`config.mk`:
```
export PLATFORM = sky130hd
export DESIGN_NAME = aud_btm_rx
export DESIGN_NICKNAME = d
export VERILOG_FILES = /design/src/rtl/aud_btm_rx.sv
export SDC_FILE = /design/constraint.sdc
export NUM_CORES = 1
export LEC_CHECK = 0
export BUFFER_PORTS_ARGS = -buffer_cell sky130_fd_sc_hd__buf_2
export CORE_MARGIN = 5
export CORE_UTILIZATION = 54
export DETAILED_ROUTE_END_ITERATION = 6
export PLACE_DENSITY_LB_ADDON = 0.15
export SLEW_MARGIN = 10
export SYNTH_ARGS = -nofsm -noshare
export SYNTH_HDL_FRONTEND = slang
export SYNTH_SLANG_ARGS = --single-unit
```
`constraint.sdc`:
```
create_clock -name aud_ck -period 6.4 [get_ports aud_ck]
set_input_delay 0.32 -clock aud_ck [delete_from_list [all_inputs] [get_ports aud_ck]]
set_output_delay 0.32 -clock aud_ck [all_outputs]
set_load 0.05 [all_outputs]
```
`src/rtl/aud_btm_rx.sv`:
```
// aud_btm_rx: AUD branch-trace receiver; rebuilds branch addresses from nibble bursts
// and queues {addr, mode, partial} records in a first-word-fall-through FIFO.
module aud_btm_rx #(
    parameter int ADDR_W     = 32,
    parameter int FIFO_DEPTH = 8
) (
    input  logic                          aud_ck,
    input  logic                          rst,
    input  logic [3:0]                    aud_data,
    input  logic                          aud_nsync,
    input  logic                          br_ready,
    input  logic                          clr_ovf,
    output logic [ADDR_W-1:0]             br_addr,
    output logic [1:0]                    br_mode,
    output logic                          br_partial,
    output logic                          br_valid,
    output logic                          buserror,
    output logic                          overflow,
    output logic [$clog2(FIFO_DEPTH):0]   fifo_level
);
    localparam int NW = ADDR_W / 4;
    localparam int CW = $clog2(NW + 2);
    localparam int PW = $clog2(FIFO_DEPTH);
    localparam int RW = ADDR_W + 3;
    localparam logic [CW-1:0] E2 = CW'(NW < 4 ? NW : 4);
    localparam logic [CW-1:0] E3 = CW'(NW < 8 ? NW : 8);

    logic              recv;
    logic [CW-1:0]     count, e;
    logic [1:0]        mode;
    logic [ADDR_W-1:0] asm_addr, last_good, asm_next;
    logic [RW-1:0]     mem [FIFO_DEPTH];
    logic [RW-1:0]     rec, head_next;
    logic [PW-1:0]     rd_ptr, wr_ptr;
    logic [PW:0]       lvl_after_pop;
    logic              push, pop, full, wr_en;

    assign e = mode == 2'd0 ? CW'(1) : mode == 2'd1 ? CW'(2) : mode == 2'd2 ? E2 : E3;

    // A burst starts from the last good address so untransmitted upper nibbles carry over.
    always_comb begin
        asm_next = recv ? asm_addr : last_good;
        for (int i = 0; i < NW; i++)
            if (count == CW'(i)) asm_next[4*i +: 4] = aud_data;
    end

    always_ff @(posedge aud_ck) begin
        if (rst) begin
            recv      <= 1'b0;
            count     <= '0;
            mode      <= 2'd0;
            asm_addr  <= '0;
            last_good <= '0;
            buserror  <= 1'b0;
        end else begin
            recv <= !aud_nsync;
            if (!aud_nsync) begin
                buserror <= 1'b0;
                asm_addr <= asm_next;
                count    <= count == CW'(NW + 1) ? count : count + CW'(1);
            end else begin
                buserror <= !(aud_data == 4'b0011 || aud_data[3:2] == 2'b10);
                if (aud_data[3:2] == 2'b10) mode <= aud_data[1:0];
                if (count != '0) count <= '0;
                if (count != '0 && count == e) last_good <= asm_addr;
            end
        end
    end

    assign push          = aud_nsync && count != '0;
    assign rec           = {asm_addr, mode, count != e};
    assign br_valid      = fifo_level != '0;
    assign full          = fifo_level == (PW+1)'(FIFO_DEPTH);
    assign pop           = br_valid && br_ready;
    assign wr_en         = push && (!full || pop);
    assign lvl_after_pop = fifo_level - (PW+1)'(pop);
    // The head register takes the incoming record directly when the queue would otherwise be empty.
    assign head_next     = lvl_after_pop == '0 ? rec : mem[rd_ptr + PW'(pop)];

    always_ff @(posedge aud_ck) begin
        if (wr_en) mem[wr_ptr] <= rec;
    end

    always_ff @(posedge aud_ck) begin
        if (rst) begin
            rd_ptr                         <= '0;
            wr_ptr                         <= '0;
            fifo_level                     <= '0;
            {br_addr, br_mode, br_partial} <= '0;
            overflow                       <= 1'b0;
        end else begin
            if (wr_en) wr_ptr <= wr_ptr + PW'(1);
            if (pop) rd_ptr <= rd_ptr + PW'(1);
            fifo_level                     <= fifo_level + (PW+1)'(wr_en) - (PW+1)'(pop);
            {br_addr, br_mode, br_partial} <= head_next;
            overflow                       <= (push && full && !pop) || (overflow && !clr_ovf);
        end
    end
endmodule

```
# After elaboration in Yosys (flattened, before gate mapping)
# Memories as Yosys holds them, arrays and structs flattened.
# Cells that the tools add are included.
# word_totals
ff_bits	118
ramBits	280
inputBits	9
elab_cells	104
mem_count	1
# op_classes
add_sub_neg	7
eq_ne	25
n_mux	18
bitwise_logic	1
reduce_logical	32
# memory_table
memory	words	width	rd	rd_clocked_by_memory_dff	wr	line	text
mem	8	35	1	0	1	32	logic [RW-1:0] mem [FIFO_DEPTH];
# ops
op	count
$mux 4	14
$mux 35	1
$mux 32	1
$reduce_and 2->1	11
$ne 2x1->1 const B	9
$eq 4x3->1 const B	4
$eq 4x2->1 const B	3
$eq 4x4->1 const B	2
$logic_not 4->1	2
$reduce_bool 4->1	2
$sub 4x1->4	2
$logic_and 1x1->1	7
$add 3x1->3 const B	2
$logic_not 1->1	5
$add 4x1->4	1
$add 4x1->4 const B	1
$eq 2x2->1 const B	2
$eq 4x1->1 const B	1
$eq 4x4->1	1
$ne 4x4->1	1
$add 3x1->3	1
$logic_or 1x1->1	3
$eq 2x1->1 const B	1
$logic_not 2->1	1
other kinds (4)	5

# Longest topological paths before layout
# depth
word_depth	7
ltp_mapped	13
depth_no_buf	12

# Least setup slack after synthesis
# OpenSTA, ideal clock, no wires.
# synth_path
kind	flip-flop to flip-flop
startpoint	register fifo_level[2]
endpoint	memory mem[0][0] in the netlist's numbering (enable)
t_arrival_ns	4.881
required_ns	5.885
slack_ns	1.004
stages_incl_launch_ff	6
synth_period_minus_slack_ns	5.396
path_cell_list	dfxtp_1 inv_1 ha_1 nor2b_1 o211ai_2 nor4_1
# synth_via
elab_chain_cells	6
word_cells_on_any_way	8
classes_between	1 x eq/ne; 2 x mux; 5 x reduce/logical
# synth_lines
item	line	text
start: declaration	19	output logic [$clog2(FIFO_DEPTH):0] fifo_level
start signal: assignment	94	fifo_level <= fifo_level + (PW+1)'(wr_en) - (PW+1)'(pop);
$eq 4x4->1 or $reduce_bool 4->1 (tied branches)	73, 72	
$logic_not 1->1 or $logic_and 1x1->1 (tied branches)	75, 74	
$logic_or 1x1->1 (*)	75	assign wr_en = push && (!full || pop);
$logic_and 1x1->1 (*)	75	
$mux 1 (*)	81	if (wr_en) mem[wr_ptr] <= rec;
$mux 1 (not written as such) (*)	81	
end: declaration	32	
# Every way passes the cells marked *; elsewhere a longest branch is shown, timed or not.

# Final worst setup path
# layout_path
startpoint	register fifo_level[2]
endpoint	register br_addr[8]
# layout_via
elab_chain_cells	5
word_cells_on_any_way	7
classes_between	2 x add/sub; 1 x mux; 3 x reduce/logical; 1 x memory
# layout_lines
item	line	text
$reduce_bool 4->1	72	assign br_valid = fifo_level != '0;
$logic_and 1x1->1	74	assign pop = br_valid && br_ready;
$add 3x1->3 or $sub 4x1->4 (tied branches)	78, 76	
$mem_v2 8x35 or $logic_not 4->1 (tied branches)	--	
$mux 35 (*)	78	assign head_next = lvl_after_pop == '0 ? rec : mem[rd_ptr + PW'(pop)];
end signal: assignment	95	{br_addr, br_mode, br_partial} <= head_next;
end: declaration	13	output logic [ADDR_W-1:0] br_addr,
# Marked as above.
# A chain may end at the register's enable or synchronous reset.

==> run summary <==
The final design utilization came out at 0.607. The layout overhead on the synthesized area came out at 11.0%. The tools report the global-route wire length before repair as 55.7 mm.

The worst path in the final design needs a cycle of 3430 ps, including I/O delays and setup. Yosys mapped the design onto 51 distinct sky130hd cell types. The total area inside the core boundary comes to 28700 sq um. After the last flow step, the layout net total stands at 1383. The worst-case IR drop observed on VDD is 368 uV.

The proportion of total power due to net switching was 0.329; the proportion of register bits with asynchronous set or reset after synthesis was 0. STA puts the critical path data required time at 6740 ps. Setup repair after global routing left no endpoint under its margin. The share of cells above drive strength 1 is 0.108.

The type of the most critical hold path is in -> reg. The total half-perimeter wirelength after legalization and detailed placement was 18.1 mm; the top-level I/O count was 51. The share of power burned in registers was 0.427.

The startpoint type of the worst setup path is a register. The internal power contribution is 4.76 mW. The worst setup path is captured at a register. The clock-pin transition on the worst setup and hold timing paths was 60 ps.

The worst hold path begins at clr_ovf. The count of standard-cell rows is 62. The share of the clock period used by the worst path is 0.535, and the net load switching power is 2.34 mW. The die height works out to 181 um.

Post-CTS repair changed the size of 0 cells. Critical register-to-register path endpoint: br_addr[8]$_SDFF_PP0_. The run gives 398 as the number of clock sinks. Entering global routing, the biggest net connects 138 pins.

The floorplan step set the die width to 181 um. Global routing finished with a remaining overflow of 0. Once detail routing completed, the nets flagged for antenna violations numbered 0. The endpoint of the worst hold-timing path was overflow$_SDFF_PP0_. Counting the buffers created by CTS gives 40. The number of flops mapped to enable cells by yosys was 280; the total DRC errors in the routed layout was 0. The detailed router put a total of 15.8 mm of wire on met1. The number of antenna violations at the first check in global routing was 0; the number of cells on the worst hold path was 3. The routed design uses 2.18 mm of met3 wire. In this run the static leakage power is 6.11 nW. The tightest slew margin relative to the limit was 0.291. The tools report the global-route usage over all layers as 0.215. The via count of the first global-routing pass is 9731, and the maximum buffer depth of the clock tree is 3. The clock tree synthesis step divided the H-tree into 2 levels.

The tools report the clock tree root driver cell as sky130_fd_sc_hd__clkbuf_16. The cell area that synthesis handed to floorplanning was 15700 sq um. Data on the critical path arrives at its endpoint at 3770 ps.

The logic gate share of total power is 0.261, and the routability-driven placement congestion ratio is 0.779. The logs give 868 for the number of DRC markers after the initial detailed-route iteration and 0 ps for the setup TNS. The die covers 32600 sq um.

After detailed routing, the average wire length per cell comes to 20.0 um. Critical setup path kind: reg -> reg. The top cell type by total area after synthesis is sky130_fd_sc_hd__edfxtp_1. Static timing analysis puts the maximum clock frequency at 0.292 GHz.

The routed layout has 10100 vias. The flow ran to the end, and the final reports show no timing, DRC or antenna violations. A synthesized cell averages 11.8 sq um.

The launch instance of the worst register-to-register path is fifo_level[2]$_SDFF_PP0_. The worst clock skew on the final layout is 25.4 ps, and the slack of the worst reg-to-reg path is 2970 ps. The synthesized flop and latch total is 398, and the count of final hold-check violations is 0.

The tools report the clock network fraction of total power as 0.312. The area share of the largest cell type after synthesis was 0.536; the fraction of the yosys area taken by sequential cells was 0.686. At the pin with the least slew margin, the transition time is 1060 ps. Sorting the synthesized cells by area gives the leading types as sky130_fd_sc_hd__edfxtp_1 (54%), sky130_fd_sc_hd__dfxtp_1 (15%), sky130_fd_sc_hd__nand2_1 (7.7%).

The via-per-instance ratio came out at 5.72. TritonCTS built the clock tree. The tool flagged a number of max-cap violations equal to 0.

Power spread over the standard cell area amounts to 407 nW/um^2. In the synthesized netlist, the number of instances is 1330. The number of max-slew violations in the final report was 0; the maximum fanout count along the critical path was 21.

Counting cells, the worst reg-to-reg path comes to 10. Counting every net in the synthesized netlist gives 1356. After filler insertion, the fill cell instance count of the layout stands at 2294. Setup violations remaining at the end of the flow were counted as 0.

The run gives 89.9 ps as the smallest hold slack. The tools report the buffer count from post-CTS setup fixing as 0. The amount of wire on met2 after detailed routing is 16.7 mm.

The multi-input logic area is 4500 sq um, and the total of hold buffers inserted after clock tree synthesis is 0. The clock network latency to the later pin of the worst-skew pair came out at 520 ps. Routed signal wires occupy layers up through met4. The run gives 0.547 as the initial standard-cell utilization of the core. The commonest register cell after synthesis was sky130_fd_sc_hd__edfxtp_1. The quantity of I/O buffers inserted on ports came out at 50.

The first detailed-routing pass ran for 5 iterations. For this block, the routed nets add up to 35.3 mm of wire. Summing all flip-flop and latch instances after layout gives 10800 sq um. The logs give 0 for the yosys synthesis warning count and 0 for the antenna diode count.
placed cells by master, fill, tap and decap left out, drive strengths merged, types with 3 or more instances in the layout:
cell type	netlist	final
a211oi	34	34
a21oi	149	149
a311oi	32	32
a31oi	3	3
buf	51	69
clkbuf	33	62
clkinv	0	5
dfxtp	118	118
edfxtp	280	280
ha	16	16
inv	11	11
mux2i	36	36
nand2	322	322
nand2b	5	5
nand3	33	33
nor2	124	124
nor2b	4	4
nor3	10	10
nor4	35	35
xnor2	6	6
xor2	5	5
power groups by stage:
stage / sequential (mW) / clock, mW / combinational, mW
final: 3.03 / 2.22 / 1.85
after global routing: 3.05 / 2.37 / 2.02
after CTS: 3.03 / 2.26 / 1.86
after detailed placement: 3.09 / 0 / 1.85
after global placement: 3.08 / 0 / 1.82
after floorplan: 3.38 / 0 / 1.06
state kept, by name (all words and copies together), names as in the netlist:
register and cells:
mem 280, asm_addr 32, br_addr 32, last_good 32, count 4, fifo_level 4, rd_ptr 3, wr_ptr 3
br_mode 2, mode 2, br_partial 1, buserror 1, overflow 1, recv 1
metal layers:
metal / up-vias / track usage
met5: - / 0
li1: 4814 / -
met2: 320 / 0.353
met1: 4921 / 0.307
met3: 55 / 0.0353
met4: 0 / 0.0460
worst max-delay path by stage:
stage                                         from                      to  slack [ps]
after floorplan           fifo_level[2]$_SDFF_PP0_     mem[0][0]$_DFFE_PP_        1000
after global placement    fifo_level[2]$_SDFF_PP0_  br_addr[21]$_SDFF_PP0_        3060
after detailed placement  fifo_level[2]$_SDFF_PP0_   br_addr[8]$_SDFF_PP0_        2970
after CTS                 fifo_level[2]$_SDFF_PP0_   br_addr[8]$_SDFF_PP0_        2930
after global routing      fifo_level[2]$_SDFF_PP0_   br_addr[5]$_SDFF_PP0_        2590
final                     fifo_level[2]$_SDFF_PP0_   br_addr[8]$_SDFF_PP0_        2970
synthesized netlist by cell type (6+ instances only):
library cell               instances
sky130_fd_sc_hd__a211oi_1         34
sky130_fd_sc_hd__a21oi_1         142
sky130_fd_sc_hd__a21oi_2           6
sky130_fd_sc_hd__a311oi_1         32
sky130_fd_sc_hd__buf_1             6
sky130_fd_sc_hd__buf_2            25
sky130_fd_sc_hd__buf_4             6
sky130_fd_sc_hd__buf_6            14
sky130_fd_sc_hd__clkbuf_1         32
sky130_fd_sc_hd__dfxtp_1         118
sky130_fd_sc_hd__edfxtp_1        280
sky130_fd_sc_hd__ha_1             16
sky130_fd_sc_hd__inv_1            11
sky130_fd_sc_hd__mux2i_1          36
sky130_fd_sc_hd__nand2_1         321
sky130_fd_sc_hd__nand3_1          33
sky130_fd_sc_hd__nor2_1          123
sky130_fd_sc_hd__nor3_1           10
sky130_fd_sc_hd__nor4_1           35
sky130_fd_sc_hd__xnor2_1           6
layout make-up:
class	instances	area share
inverter	11	0.00237
tap	384	0.0276
timing repair buffer	69	0.0234
clock buffer	62	0.0657
multi-input combinational	837	0.258
sequential	398	0.618
clock inverter	8	0.00517
kinds of logic (layout without fill, tap and decap cells):
group | count (synthesis) | count (layout) | synth area share
and+or+nand+nor | 544 | 544 | 0.144
DFF | 398 | 398 | 0.686
AOI/OAI and AO/OA | 226 | 226 | 0.0902
buffers and inverters | 95 | 150 | 0.0329
muxes | 39 | 39 | 0.0265
adders and majority gates | 17 | 17 | 0.0140
xor gates and xnor gates | 11 | 11 | 0.00614
per-stage QoR:
| step | cell area [sq um] | std cells | total power [mW] | setup WS [ps] |
|---|---|---|---|---|
| 6_report | 17400 | 1769 | 7.10 | 2970 |
| 2_1_floorplan | 15700 | 1330 | 4.44 | 1000 |
| 5_1_grt | 17400 | 1769 | 7.45 | 2590 |
| 3_5_place_dp | 16200 | 1699 | 4.94 | 2970 |
| 3_3_place_gp | 16200 | 1699 | 4.91 | 3060 |
| 4_1_cts | 17400 | 1769 | 7.15 | 2930 |
critical path, cell delays in order (launching register included):
cell,delay (ps)
sky130_fd_sc_hd__dfxtp_1,360
sky130_fd_sc_hd__inv_1,110
sky130_fd_sc_hd__ha_1,240
sky130_fd_sc_hd__a21boi_1,460
sky130_fd_sc_hd__ha_1,250
sky130_fd_sc_hd__ha_1,220
sky130_fd_sc_hd__nand2b_1,600
sky130_fd_sc_hd__buf_4,480
sky130_fd_sc_hd__a21oi_1,90
sky130_fd_sc_hd__nor4_1,290
sky130_fd_sc_hd__a211oi_1,110
Power figures use the tool's default switching activity.
